File: config.mk
export PLATFORM = sky130hd
export DESIGN_NAME = multdiv_unit
export DESIGN_NICKNAME = d
export VERILOG_FILES = /design/src/rtl/multdiv_unit.sv
export SDC_FILE = /design/constraint.sdc
export NUM_CORES = 1
export LEC_CHECK = 0
export BUFFER_PORTS_ARGS = -buffer_cell sky130_fd_sc_hd__buf_4
export CORE_MARGIN = 2
export CORE_UTILIZATION = 63
export DETAILED_ROUTE_END_ITERATION = 12
export PLACE_DENSITY = 0.95
export SYNTH_ARGS = -nofsm -noshare
export SYNTH_HDL_FRONTEND = slang
export SYNTH_SLANG_ARGS = --single-unit
File: constraint.sdc
create_clock -name clock -period 11.1 [get_ports clock]
set_clock_uncertainty 0.05 [all_clocks]
set_input_delay 2.22 -clock clock [delete_from_list [all_inputs] [get_ports clock]]
set_output_delay 2.22 -clock clock [all_outputs]
set_load 0.02 [all_outputs]
File: src/rtl/multdiv_unit.sv
// Iterative signed 32-bit multiply (radix-2 Booth) / divide (non-restoring) unit.
// The divider is only built when MULTDIV_DIV_EN is defined; otherwise DIV completes with an exception.
module multdiv_unit (
  input  logic        clock,
  input  logic        reset_n,
  input  logic        ctrl_MULT,
  input  logic        ctrl_DIV,
  input  logic [31:0] data_operandA,
  input  logic [31:0] data_operandB,
  input  logic [4:0]  rd_in,
  output logic [31:0] data_result,
  output logic        data_exception,
  output logic        data_resultRDY,
  output logic        busy,
  output logic [4:0]  rd_out
);

  typedef enum logic [1:0] {StIdle, StMul, StDiv, StDone} state_e;

  state_e      state_q, state_d;
  logic [5:0]  cnt_q, cnt_d;
  logic [64:0] acc_q, acc_d;
  logic [31:0] mcand_q, mcand_d;
  logic [4:0]  rd_pend_q, rd_pend_d;
  logic [31:0] result_q, result_d;
  logic        exc_q, exc_d;
  logic [4:0]  rd_out_q, rd_out_d;

  // Booth step: 33-bit high sum so that subtracting -2^31 cannot wrap.
  logic [32:0] booth_hi;
  logic [32:0] booth_m;
  logic [32:0] booth_sum;
  logic [64:0] acc_step;
  logic [63:0] product;
  logic        mul_ovf;

  always_comb begin
    booth_hi = {acc_q[64], acc_q[64:33]};
    booth_m  = {mcand_q[31], mcand_q};
    unique case (acc_q[1:0])
      2'b01:   booth_sum = booth_hi + booth_m;
      2'b10:   booth_sum = booth_hi - booth_m;
      default: booth_sum = booth_hi;
    endcase
    acc_step = {booth_sum, acc_q[32:1]};
    product  = acc_q[64:1];
    mul_ovf  = !((&product[63:31]) || !(|product[63:31]));
  end

`ifdef MULTDIV_DIV_EN
  logic [33:0] rem_q, rem_d;
  logic [31:0] quo_q, quo_d;
  logic [31:0] dvs_q, dvs_d;
  logic        neg_q, neg_d;

  logic [33:0] rem_sh;
  logic [33:0] rem_new;
  logic [31:0] quo_fix;
  logic        div_ovf;
  logic [31:0] a_mag;
  logic [31:0] b_mag;

  always_comb begin
    a_mag   = data_operandA[31] ? (~data_operandA + 32'd1) : data_operandA;
    b_mag   = data_operandB[31] ? (~data_operandB + 32'd1) : data_operandB;
    rem_sh  = {rem_q[32:0], quo_q[31]};
    rem_new = rem_q[33] ? (rem_sh + {2'b00, dvs_q}) : (rem_sh - {2'b00, dvs_q});
    quo_fix = neg_q ? (~quo_q + 32'd1) : quo_q;
    // Only a same-sign 2^31 magnitude quotient is unrepresentable.
    div_ovf = !neg_q && quo_q[31];
  end
`endif

  always_comb begin
    state_d   = state_q;
    cnt_d     = cnt_q;
    acc_d     = acc_q;
    mcand_d   = mcand_q;
    rd_pend_d = rd_pend_q;
    result_d  = result_q;
    exc_d     = exc_q;
    rd_out_d  = rd_out_q;
`ifdef MULTDIV_DIV_EN
    rem_d     = rem_q;
    quo_d     = quo_q;
    dvs_d     = dvs_q;
    neg_d     = neg_q;
`endif
    unique case (state_q)
      StIdle, StDone: begin
        state_d = StIdle;
        if (ctrl_MULT) begin
          state_d   = StMul;
          cnt_d     = 6'd0;
          acc_d     = {33'd0, data_operandB, 1'b0};
          mcand_d   = data_operandA;
          rd_pend_d = rd_in;
        end else if (ctrl_DIV) begin
          state_d   = StDiv;
          cnt_d     = 6'd0;
          rd_pend_d = rd_in;
`ifdef MULTDIV_DIV_EN
          rem_d     = 34'd0;
          quo_d     = a_mag;
          dvs_d     = b_mag;
          neg_d     = data_operandA[31] ^ data_operandB[31];
`endif
        end
      end
      StMul: begin
        if (cnt_q == 6'd32) begin
          state_d  = StDone;
          result_d = product[31:0];
          exc_d    = mul_ovf;
          rd_out_d = rd_pend_q;
        end else begin
          acc_d = acc_step;
          cnt_d = cnt_q + 6'd1;
        end
      end
      StDiv: begin
`ifdef MULTDIV_DIV_EN
        if (dvs_q == 32'd0) begin
          state_d  = StDone;
          result_d = 32'd0;
          exc_d    = 1'b1;
          rd_out_d = rd_pend_q;
        end else if (cnt_q == 6'd32) begin
          state_d  = StDone;
          result_d = quo_fix;
          exc_d    = div_ovf;
          rd_out_d = rd_pend_q;
        end else begin
          rem_d = rem_new;
          quo_d = {quo_q[30:0], ~rem_new[33]};
          cnt_d = cnt_q + 6'd1;
        end
`else
        state_d  = StDone;
        result_d = 32'd0;
        exc_d    = 1'b1;
        rd_out_d = rd_pend_q;
`endif
      end
      default: state_d = StIdle;
    endcase
  end

  always_ff @(posedge clock or negedge reset_n) begin
    if (!reset_n) begin
      state_q   <= StIdle;
      cnt_q     <= 6'd0;
      acc_q     <= 65'd0;
      mcand_q   <= 32'd0;
      rd_pend_q <= 5'd0;
      result_q  <= 32'd0;
      exc_q     <= 1'b0;
      rd_out_q  <= 5'd0;
    end else begin
      state_q   <= state_d;
      cnt_q     <= cnt_d;
      acc_q     <= acc_d;
      mcand_q   <= mcand_d;
      rd_pend_q <= rd_pend_d;
      result_q  <= result_d;
      exc_q     <= exc_d;
      rd_out_q  <= rd_out_d;
    end
  end

`ifdef MULTDIV_DIV_EN
  always_ff @(posedge clock or negedge reset_n) begin
    if (!reset_n) begin
      rem_q <= 34'd0;
      quo_q <= 32'd0;
      dvs_q <= 32'd0;
      neg_q <= 1'b0;
    end else begin
      rem_q <= rem_d;
      quo_q <= quo_d;
      dvs_q <= dvs_d;
      neg_q <= neg_d;
    end
  end
`endif

  assign data_result    = result_q;
  assign data_exception = exc_q;
  assign rd_out         = rd_out_q;
  assign data_resultRDY = (state_q == StDone);
  assign busy           = (state_q == StMul) || (state_q == StDiv);

endmodule

# Word level (Yosys, flattened, before mapping)
# Cells that the tools add are included.
# classes
n_addsub	3
eq_ne	11
n_mux	20
n_reduce_logical	17
# ops
op	n
$mux W65	2
$pmux W65 S2	1
$pmux W33 S2	1
$pmux W32 S2	1
$add A32 B32 Y33	1
$reduce_and A33 Y1	1
$reduce_or A33 Y1	1
$sub A32 B32 Y33	1
$mux W32	1
$mux W6	3
$mux W5	3
$pmux W6 S2	1
$pmux W5 S2	1
$add A6 B1 Y6 const B	1
$eq A2 B2 Y1 const B	3
$eq A6 B6 Y1 const B	1
$mux W2	3
$ne A2 B2 Y1 const B	3
$pmux W2 S3	1
$reduce_and A2 Y1	3
$reduce_and A3 Y1	2
$reduce_bool A2 Y1	3
$eq A2 B1 Y1 const B	2
$reduce_and A4 Y1	1
8 further kinds	10
# word_totals
reg_bits	148
input_bits	73
out_inout_bits	40

# Logic depth before layout (Yosys ltp)
# Gate-level depths: netlist of run 1.
# depth
word_depth	6
mapped_depth	16

# Worst setup path before layout of run 1
# No wires, ideal clock.
# synth_path
kind	register to register
startpoint	reg mcand_q[4]
endpoint	reg acc_q[64]
t_arrival_ns	3.839
required_ns	10.929
path_slack_ns	7.090
stages_incl_launch_ff	17
path_cell_list	dfrtp_1 > nor4_1 > nor4b_1 > nand3b_1 > nor2_1 > a31oi_1 > xnor2_1 > ha_1 > clkbuf_1 > a21o_1 > a211o_1 > a21oi_1 > o21ai_0 > o41ai_1 > xnor2_1 > o21ai_1 > a22o_2
# synth_via
elab_chain_cells	4
elab_cells_between_ends	5
cone_classes	add/sub (2); mux (3)
# synth_rtl
item	line	rtl
from (decl)	23	logic [31:0] mcand_q, mcand_d;
from (signal assigned)	163	mcand_q <= mcand_d;
$sub A32 B32 Y33 or $add A32 B32 Y33 (tied branches)	42, 41	
$pmux W33 S2 (*)	40	unique case (acc_q[1:0])
$mux W65 (*)	111	if (cnt_q == 6'd32) begin
$pmux W65 S2 (*)	89	unique case (state_q)
to (signal assigned)	153	acc_q <= 65'd0;
to (signal assigned)	162	acc_q <= acc_d;
to (decl)	22	logic [64:0] acc_q, acc_d;
# Every way passes the cells marked *; elsewhere a longest branch is shown, timed or not. The select of a mux whose other input is x is not followed.
# A chain may end at the register's enable or synchronous reset.

# Final worst setup path of run 1
# Same ends and word-level chain as after synthesis.

==> results of run 1 <==
cell type report:
class,count,area (µm²)
Clock buffer,17,425
Clock inverter,14,141
Fill cell,901,3170
Inverter,21,78.8
Multi-Input combinational cell,662,4610
Sequential cell,148,3700
Tap cell,176,220
Timing Repair Buffer,119,897
state kept, by name (all words and copies together), names as in the netlist:
name	flops
mcand_q	32
state_q	2
cnt_q	6
rd_out	5
acc_q	65
data_result	32
data_exception	1
rd_pend_q	5
report_power, final:
part | internal (mW) | total [mW] | switching (mW)
combinational | 0.750 | 1.80 | 1.05
sequential | 0.718 | 0.905 | 0.187
clock | 0.314 | 0.562 | 0.249
routing by layer:
metal	wire (µm)	up-vias
met5	0	-
met4	380	0
li1	-	3390
met2	10100	295
met3	1540	33
met1	8820	3450
stage by stage:
step	power (mW)	hold WS [ns]	util
final	3.27	0.455	0.761
after global routing	3.51	0.469	0.761
after CTS	3.25	0.457	0.761
after detailed placement	2.67	0.444	0.718
after global placement	2.60	0.432	0.718
after floorplan	2.26	0.422	-
worst max-delay path, delay by kind of cell, from the launching register on:
kind,cells,cell delay (ns)
AO/OA/AOI/OAI,8,1.65
XOR/XNOR,2,0.34
adder cells (fa/ha/maj),1,0.38
flip-flops,1,0.42
AND/OR/NAND/NOR,4,1.60
cell families after synthesis:
family                   after synthesis  synth area share
AND/OR/NAND/NOR                      226             0.124
multiplexers                          82             0.103
AO/OA/AOI/OAI                        252             0.188
buffers and inverters                 66            0.0290
adder cells (fa/ha/maj)               40            0.0595
flip-flops                           148             0.434
XOR/XNOR                              62            0.0636
layout by cell type, fill, tap and decap left out, types with 3 or more instances in the layout:
master / n
o21a_1: 3
xnor2_1: 48
a32oi_1: 5
nor4_1: 17
nor3_1: 14
mux2_2: 45
mux2i_1: 36
nand2b_1: 5
a21o_1: 11
and3_1: 4
o21ai_0: 76
nand4_1: 14
o21bai_1: 7
buf_4: 118
a31oi_1: 8
a22o_1: 34
a21oi_1: 64
nand3_1: 13
nor2_1: 58
clkinvlp_4: 3
a22oi_1: 14
a211oi_1: 5
o2111ai_1: 4
inv_1: 21
clkbuf_16: 17
ha_1: 38
inv_6: 5
xor2_1: 14
dfrtp_1: 148
nand3b_1: 3
nand2_1: 84
final timing paths:
check | startpoint | endpoint | slack, ns | cells past startpoint
min in group asynchronous | reset_n | data_result[3] | 1.72 | 1
max | mcand_q[4] | acc_q[64] | 6.56 | 15
min reg2reg | rd_pend_q[0] | rd_pend_q[0] | 0.46 | 1
max in group asynchronous | reset_n | acc_q[56] | 7.87 | 2
min | rd_pend_q[0] | rd_pend_q[0] | 0.46 | 1
max reg2reg | mcand_q[4] | acc_q[64] | 6.56 | 15
==> metrics.csv, run 1 <==
stage,metric,value,unit
worst_setup_path,cp-end-kind,flip-flop,
worst_hold_path,min_path_type,reg -> reg,
clock_network,ctsRootBufferMaster,clkbuf_16,
synthesis,async_flop_share,1.00,
global_route,grt_usage,0.300,
route,vias_per_cell,6.20,
global_route,grt_pass1_wl,34500,µm
place,place_inst,1126,
die,dieArea,14500,µm²
route,dr.pass1.iters,5,
clock_network,htreeDepth,4,
synthesis,synth_edf_count,0,
sta,slew_headroom,0.217,
worst_setup_path,crit_required,11.37,ns
layout,final-instance-count-excl-fill,1157,
global_route,grt_max_degree,81,
layout,final_cell_area,10100,µm²
global_route,use_met1,0.397,
layout,drive_gt1_frac,0.209,
sta,period_needed,4.54,ns
global_route,grt_use_met2,0.499,
synthesis,ys_seq_area_frac,0.434,
synthesis,synth_common_cells,"dfrtp_1, nand2_1, o21ai_0",
clock_network,cts_setup_buffers,0,
sta,worst_slew_pin_slew,1.17,ns
synthesis,synth.area.top_cells,"dfrtp_1, mux2_2, ha_1, xnor2_1, o21ai_0",
global_route,grt_pass1_vias,6905,
synthesis,synth_top_flop_cell,dfrtp_1,
worst_setup_path,criticalPathCategory,reg -> reg,
global_route,overflow,0,
sta,max_freq,220,MHz
sta,grt_setup_unrepaired,no,
sta,setup_viol,0,
die,core,13200,µm²
synthesis,ys.warnings.count,0,
synthesis,synth_area_leader_cell,dfrtp_1,
pwr,ir_drop,0.186,mV
place,gp_congestion,0.930,
synthesis,syn_inst,876,
layout,area_delta_synth_final,17.9,%
place,dp_hpwl,14800,µm
synthesis,netlist_area,8540,µm²
die,die_w,120,µm
sta,timing.final.hold_violations,0,
clock_network,cts_num_sinks,148,
worst_setup_path,critical-path-slowest-cell,nor4b_1,
pwr,p_leak,4.62,nW
sta,slew_viol_final,0,
global_route,grt_antenna_before_repair,0,
sta,finalCritPeriodShare,0.409,
synthesis,synth_nets,989,
clock_network,cts_resized,0,
flow_run,cap_viol_max_count,0,
synthesis,avgSynthCellArea,9.75,µm²
route,vias,7168,
route,post_drt_wl_per_cell,18.0,µm
global_route,grt.busiest_layer,met2,
die,io_pins,113,
die,std_cell_rows,42,
synthesis,ys_types,54,
synthesis,synth_top_area_share,0.434,
worst_setup_path,cpPeakStageDelay,0.61,ns
place,post_dp_cell_area,9510,µm²
pwr,p_per_area,324,nW/µm²
worst_setup_path,cpMostUsedCell,xnor2_1,
outcome,outcome,"finished, final reports clean",
route,drc_errors,0,
die,initial_core_util,0.645,
layout,antenna_cells,0,
clock_network,hold_buffers,0,
layout,final_nets,1082,
worst_setup_path,start_kind,flip-flop,
global_route,grt_util_met3,0.0604,
worst_setup_path,critPathMaxFanout,7,
clock_network,cts_tree,built,
sta,setup-tns-final,0,ns
worst_setup_path,worst_ep_arrival_time,4.81,ns
clock_network,clk_path_buf_depth,2,
sta,worst_slack,6.56,ns
route,routed_wl,20900,µm
place,dp_slack,6.59,ns
worst_setup_path,path_cells,nor4_1 -> nor4b_1 -> nand3b_1 -> nor2_1 -> a31oi_1 -> xnor2_1 -> ha_1 -> a21o_1 -> a211o_1 -> a21oi_1 -> o21ai_0 -> o41ai_1 -> xnor2_1 -> o21ai_1 -> a22o_2,
die,die_h,120,µm
clock_network,clkTransAtPathRegs,0.07,ns
clock_network,clk_latency,0.43,ns
synthesis,ys_ff_latch,148,
synthesis,yosysMostFrequentCell,dfrtp_1,
place,portBuffers,112,
route,ant_nets,0,
clock_network,cts_inserted_buffers,17,
route,drt_iter0_markers,592,
No activity file was read; power rests on OpenSTA's default activity.
==> inputs of run 2 (changes only) <==
--- a/config.mk
+++ b/config.mk
@@ -7,9 +7,9 @@
 export LEC_CHECK = 0
 export BUFFER_PORTS_ARGS = -buffer_cell sky130_fd_sc_hd__buf_4
 export CORE_MARGIN = 2
-export CORE_UTILIZATION = 63
+export CORE_UTILIZATION = 53
 export DETAILED_ROUTE_END_ITERATION = 12
-export PLACE_DENSITY = 0.95
+export PLACE_DENSITY = 0.88
 export SYNTH_ARGS = -nofsm -noshare
 export SYNTH_HDL_FRONTEND = slang
 export SYNTH_SLANG_ARGS = --single-unit
==> constraint.sdc (replaced) <==
create_clock -name clock -period 4.05 [get_ports clock]
set_clock_uncertainty 0.05 [all_clocks]
set_input_delay 0.81 -clock clock [delete_from_list [all_inputs] [get_ports clock]]
set_output_delay 0.81 -clock clock [all_outputs]
set_load 0.02 [all_outputs]
==> run 2 against run 1 <==
Cell count grew 6.3%. Combinational power grew to 3.0 times the previous value. Flip-flop and latch count is the same. Cell area grew 4.4%. Non-clock buffer count up 34.
==> metrics.csv, run 2 (synthesis results as in run 1) <==
stage,metric,value,unit,change
global_route,grt_pass1_wl,34000,µm,-1.5%
layout,top_register,acc_q,,
pwr,switchingPower,4.19,mW,+180%
pwr,switching_share,0.444,,-0.0110
pwr,p_per_area,897,nW/µm²,+180%
worst_setup_path,cp_top_family,compound AO/OA/AOI/OAI gates,,
worst_setup_path,path_cells,nor4_4 -> nor4b_4 -> buf_4 -> nand3b_1 -> buf_4 -> nor2_1 -> nor2_1 -> xnor2_1 -> ha_1 -> a21oi_1 -> o21ai_0 -> a31oi_2 -> a211oi_2 -> o41ai_2 -> xnor2_1 -> o21ai_1 -> a22o_2,,
die,die_w,131,µm,+8.7%
route,drt_iter0_markers,510,,-14%
route,top_layer,met4,,
sta,finalCritPeriodShare,0.958,,+0.549
clock_network,clk_path_buf_depth,2,,unchanged
clock_network,clkTransAtPathRegs,0.06,ns,about the same
pwr,p_leak,4.82,nW,+4.1%
clock_network,ctsRootBufferMaster,clkbuf_16,,
route,routed_wl,21200,µm,+1.8%
sta,period_needed,3.88,ns,-0.663 ns
layout,area_delta_synth_final,23.1,%,
worst_setup_path,criticalPathCategory,reg -> reg,,
sta,setup_viol,0,,unchanged
sta,timing.final.hold_violations,0,,unchanged
worst_setup_path,critPathMaxFanout,7,,unchanged
sta,worst_slew_pin_slew,0.966,ns,-0.203 ns
sta,worst_slack,0.171,ns,-6.39 ns
die,die_h,131,µm,+8.7%
sta,grt_setup_unrepaired,yes,,
clock_network,cts_tree,built,,
layout,drive_gt1_frac,0.255,,+0.0465
pwr,seqPwrFrac,0.263,,-0.014
pwr,ir_drop,0.446,mV,+140%
layout,final_cell_area,10500,µm²,+4.4%
worst_setup_path,crit_required,4.32,ns,-7.05 ns
worst_setup_path,r2r_slack,0.17,ns,-6.39 ns
global_route,grt_pass1_vias,6954,,+0.71%
global_route,overflow,0,,unchanged
pwr,internal_power,5.24,mW,+190%
die,core,15800,µm²,+20%
sta,slew_viol_final,0,,unchanged
sta,slew_headroom,0.356,,+0.139
global_route,grt_max_degree,112,,+38%
outcome,outcome,"finished, final reports clean",,
layout,antenna_cells,0,,unchanged
route,dr.pass1.iters,5,,unchanged
flow_run,cap_viol_max_count,0,,unchanged
route,wl_met3,1410,µm,-8.5%
place,post_dp_cell_area,9790,µm²,+3.0%
layout,final_nets,1116,,+3.1%
worst_setup_path,critical_path_buf_inv_count,2,,+2
route,met2_length,10100,µm,-0.62%
sta,max_freq,258,MHz,+17%
layout,mostFrequentLayoutCells,"buf_4, dfrtp_1, nand2_1",,
layout,multi_input_area,4720,µm²,+2.5%
pwr,clockPowerShare,0.170,,-0.002
sta,worst_hold_slack,0.448,ns,-0.00672 ns
clock_network,clk_latency,0.43,ns,about the same
place,dp_hpwl,15400,µm,+4.3%
pwr,combPwrFrac,0.567,,+0.016
die,io_pins,113,,unchanged
pwr,design_power_total,9.43,mW,+190%
die,initial_core_util,0.540,,-0.105
clock_network,htreeDepth,4,,unchanged
worst_setup_path,cpPeakStageDelay,0.41,ns,-0.20 ns
die,std_cell_rows,46,,+9.5%
worst_setup_path,critical-path-slowest-cell,dfrtp_1,,
worst_setup_path,worst_ep_arrival_time,4.15,ns,-0.66 ns
clock_network,cts_num_sinks,148,,unchanged
route,drc_errors,0,,unchanged
global_route,grt_antenna_before_repair,0,,unchanged
clock_network,cts_inserted_buffers,17,,unchanged
route,ant_nets,0,,unchanged
worst_setup_path,cp-end-kind,flip-flop,,
place,portBuffers,112,,unchanged
route,vias_per_cell,5.91,,-4.6%
route,wl_met1,9280,µm,+5.3%
worst_hold_path,min_path_type,reg -> reg,,
die,dieArea,17100,µm²,+18%
layout,seq_area,3700,µm²,unchanged
global_route,grt_usage,0.253,,-0.0471
layout,n_fill_cell,1191,,+32%
worst_setup_path,start_kind,flip-flop,,
place,dp_slack,0.0948,ns,-6.49 ns
sta,setup-tns-final,0,ns,unchanged
layout,layout_commonest_cell,buf_4,,
layout,largest_reg_flops,65,,unchanged
route,vias,7269,,+1.4%
route,post_drt_wl_per_cell,17.3,µm,-4.3%
clock_network,hold_buffers,0,,unchanged
place,gp_congestion,0.933,,+0.35%
==> run 2: metrics by stage <==
stage               instances   util
floorplan                 876      -
global placement         1197  0.618
detailed placement       1197  0.618
CTS                      1227  0.655
global route             1230  0.664
finish                   1230  0.664
==> run 2: layer usage <==
metal,track usage,vias up
met5,0,-
met4,0.0926,0
met3,0.0460,35
li1,-,3461
met2,0.410,274
met1,0.341,3499
==> run 2: final timing paths <==
kind	cells after the start	endpoint	start
worst max-delay path	17	acc_q[64]	mcand_q[5]
worst min-delay path	1	rd_pend_q[0]	rd_pend_q[0]
worst max register to register	17	acc_q[64]	mcand_q[5]
worst min register to register	1	rd_pend_q[0]	rd_pend_q[0]
max in group asynchronous	2	acc_q[58]	reset_n
min in group asynchronous	1	acc_q[8]	reset_n
==> run 2: layout make-up <==
type                    count  share of cell area
well taps                 216              0.0257
flip-flops and latches    148               0.352
inverters                  21             0.00750
repair buffers            153               0.110
multi-input cells         662               0.449
clock buffers              18              0.0408
clock inverters            12              0.0149
==> run 2: what timing repair did <==
item                       CTS  global route
hold endpoints to repair     0             0
buffers inserted             0             3
gates resized for setup      0            28
setup endpoints to repair    0            10
==> run 2: power groups by stage <==
stage               combinational, mW  sequential (mW)  clock (mW)
floorplan                        3.82             2.37           0
global placement                 4.99             2.44           0
detailed placement               5.11             2.48           0
CTS                              5.15             2.45        1.62
global route                     5.91             2.55        1.70
finish                           5.35             2.48        1.60
==> inputs of run 3 (changes only) <==
--- a/config.mk
+++ b/config.mk
@@ -6,8 +6,10 @@
 export NUM_CORES = 1
 export LEC_CHECK = 0
 export BUFFER_PORTS_ARGS = -buffer_cell sky130_fd_sc_hd__buf_4
+export CORE_ASPECT_RATIO = 0.9
 export CORE_MARGIN = 2
 export CORE_UTILIZATION = 53
+export CTS_CLUSTER_DIAMETER = 150
 export DETAILED_ROUTE_END_ITERATION = 12
 export PLACE_DENSITY = 0.88
 export SYNTH_ARGS = -nofsm -noshare
==> run 3 against run 2 <==
Via count is 0.29% higher. Global-route usage is 1.0 points higher. Die area hardly changed. Flip-flop and latch count stayed put. Highest routed layer unchanged. Combinational power is 2% lower. Cell count is 1.1% lower. Cell area is 0.86% lower. Non-clock buffer count is 6 lower. Clock-buffer cell count stayed put. Routed wire length is 3.6% higher. Total power is 0.96% lower. Critical endpoint is now acc_q[63].
==> metrics.csv, run 3 (synthesis results as in run 1) <==
stage,metric,value,unit,change
outcome,outcome,"finished, final reports clean",,
worst_setup_path,worst_ep_arrival_time,4.12,ns,-0.03 ns
clock_network,hold_buffers,0,,unchanged
sta,worst_slew_pin_slew,0.966,ns,+0.000103 ns
layout,multi_input_area,4660,µm²,-1.4%
sta,setup_viol,0,,unchanged
layout,drive_gt1_frac,0.238,,-0.0176
sta,finalCritPeriodShare,0.953,,-0.00507
worst_setup_path,criticalPathCategory,reg -> reg,,
sta,max_freq,259,MHz,+0.53%
die,initial_core_util,0.535,,-0.00465
worst_setup_path,cpPeakStageDelay,0.47,ns,+0.06 ns
layout,final_nets,1110,,-0.54%
layout,largest_reg_flops,65,,unchanged
clock_network,clk_path_buf_depth,2,,unchanged
layout,final_cell_area,10400,µm²,-0.86%
route,vias_per_cell,6.00,,+1.4%
place,portBuffers,112,,unchanged
layout,layout_commonest_cell,dfrtp_1,,
pwr,p_per_area,896,nW/µm²,-0.10%
route,drt_iter0_markers,536,,+5.1%
worst_setup_path,path_cells,or3_4 -> or4_4 -> nor4_4 -> a21oi_1 -> xnor2_1 -> ha_1 -> a21oi_1 -> o21ai_0 -> a21o_1 -> a22oi_1 -> a21oi_1 -> nor3_2 -> mux2i_1 -> a221o_1,,
clock_network,cts_num_sinks,148,,unchanged
worst_hold_path,min_path_type,in -> async,,
worst_setup_path,crit_required,4.31,ns,about the same
clock_network,clkTransAtPathRegs,0.06,ns,about the same
route,post_drt_wl_per_cell,18.1,µm,+4.8%
clock_network,ctsRootBufferMaster,clkbuf_16,,
sta,timing.final.hold_violations,0,,unchanged
global_route,grt_usage,0.263,,+0.0103
worst_setup_path,cpMostUsedCell,a21oi_1,,
flow_run,cap_viol_max_count,0,,unchanged
route,dr.pass1.iters,6,,+1
layout,mostFrequentLayoutCells,"dfrtp_1, buf_4, nand2_1",,
global_route,grt_pass1_vias,7086,,+1.9%
route,vias,7290,,+0.29%
worst_setup_path,critical-path-slowest-cell,or4_4,,
die,die_w,138,µm,+5.2%
sta,slew_viol_final,0,,unchanged
clock_network,cts_inserted_buffers,17,,unchanged
layout,antenna_cells,0,,unchanged
sta,worst_slack,0.192,ns,+0.0205 ns
die,die_h,124,µm,-5.0%
clock_network,clk_latency,0.43,ns,about the same
clock_network,cts_setup_buffers,0,,unchanged
sta,slew_headroom,0.356,,about the same
place,dp_hpwl,16000,µm,+3.4%
sta,grt_setup_unrepaired,yes,,
place,dp_slack,-0.00535,ns,-0.100 ns
global_route,grt_antenna_before_repair,0,,unchanged
place,post_dp_cell_area,9770,µm²,-0.22%
pwr,p_leak,4.80,nW,-0.37%
worst_setup_path,critPathMaxFanout,5,,-2
route,ant_nets,0,,unchanged
die,std_cell_rows,44,,-4.3%
global_route,overflow,0,,unchanged
layout,n_fill_cell,1252,,+5.1%
clock_network,htreeDepth,4,,unchanged
global_route,grt_max_degree,111,,-0.89%
die,core,16000,µm²,+0.87%
place,gp_congestion,0.955,,+2.4%
global_route,grt_pass1_wl,35500,µm,+4.6%
worst_setup_path,start_kind,flip-flop,,
route,routed_wl,22000,µm,+3.6%
worst_setup_path,critical_path_buf_inv_count,0,,-2
layout,area_delta_synth_final,22.0,%,
sta,period_needed,3.86,ns,-0.0205 ns
worst_setup_path,cp-end-kind,flip-flop,,
pwr,ir_drop,0.513,mV,+15%
worst_setup_path,cp_top_family,simple AND/OR/NAND/NOR gates,,
die,io_pins,113,,unchanged
clock_network,cts_tree,built,,
layout,seq_area,3700,µm²,unchanged
layout,top_register,acc_q,,
route,drc_errors,0,,unchanged
die,dieArea,17100,µm²,about the same
[run 3: cell types whose count changed in the layout (fill, tap and decap cells not counted), sizes merged]
cell,delta
clkinvlp,-2
clkinv,+2
buf,-6
inv,+1
[run 3: stage by stage]
stage / hold WS (ns) / util / power, mW / setup TNS, ns / std cells
final: 0.457 / 0.653 / 9.34 / 0 / 1216
after CTS: 0.460 / 0.650 / 9.26 / 0 / 1216
after detailed placement: 0.445 / 0.612 / 7.59 / -0.00535 / 1185
after global placement: 0.431 / 0.612 / 7.41 / 0 / 1185
after floorplan: 0.422 / - / 6.19 / 0 / 876
after global routing: 0.468 / 0.653 / 10.0 / -0.128 / 1216
[run 3: cell type report]
cell class	count	share of cell area
repair buffers	147	0.107
multi-input cells	662	0.447
clock inverters	13	0.0167
inverters	21	0.00756
flip-flops and latches	148	0.355
clock buffers	18	0.0412
well taps	207	0.0248
[run 3: path summary, 6_finish.rpt]
check | startpoint | to | slack [ns] | cells past startpoint
max in group asynchronous | reset_n | acc_q[56] | 2.63 | 2
hold reg to reg | acc_q[25] | acc_q[25] | 0.46 | 2
setup / recovery | mcand_q[14] | acc_q[63] | 0.19 | 14
min in group clock | acc_q[25] | acc_q[25] | 0.46 | 2
setup reg to reg | mcand_q[14] | acc_q[63] | 0.19 | 14
hold / removal | reset_n | data_result[5] | 0.46 | 1
[run 3: where the power goes]
part / switching [mW] / internal [mW] / total [mW]
clock network: 0.653 / 0.976 / 1.63
registers: 0.518 / 1.97 / 2.49
logic: 2.98 / 2.25 / 5.23
total: 4.15 / 5.19 / 9.34
[run 3: per-layer routing]
metal / track usage / vias up / wire length, µm
li1: - / 3447 / -
met1: 0.367 / 3494 / 9720
met2: 0.411 / 305 / 10200
met3: 0.0541 / 44 / 1620
met4: 0.0840 / 0 / 413
met5: 0 / - / 0
[run 3: worst register-to-register path, cell delays in order (launching register included)]
cell     delay, ns
dfrtp_1       0.40
or3_4         0.42
or4_4         0.47
nor4_4        0.28
a21oi_1       0.15
xnor2_1       0.19
ha_1          0.32
a21oi_1       0.26
o21ai_0       0.17
a21o_1        0.21
a22oi_1       0.18
a21oi_1       0.10
nor3_2        0.20
mux2i_1       0.10
a221o_1       0.26
[run 3: timing repair]
item,CTS,global route
cloned,0,0
endpoints found under the setup margin,1,6
pin swaps,0,1
resized for setup,1,9
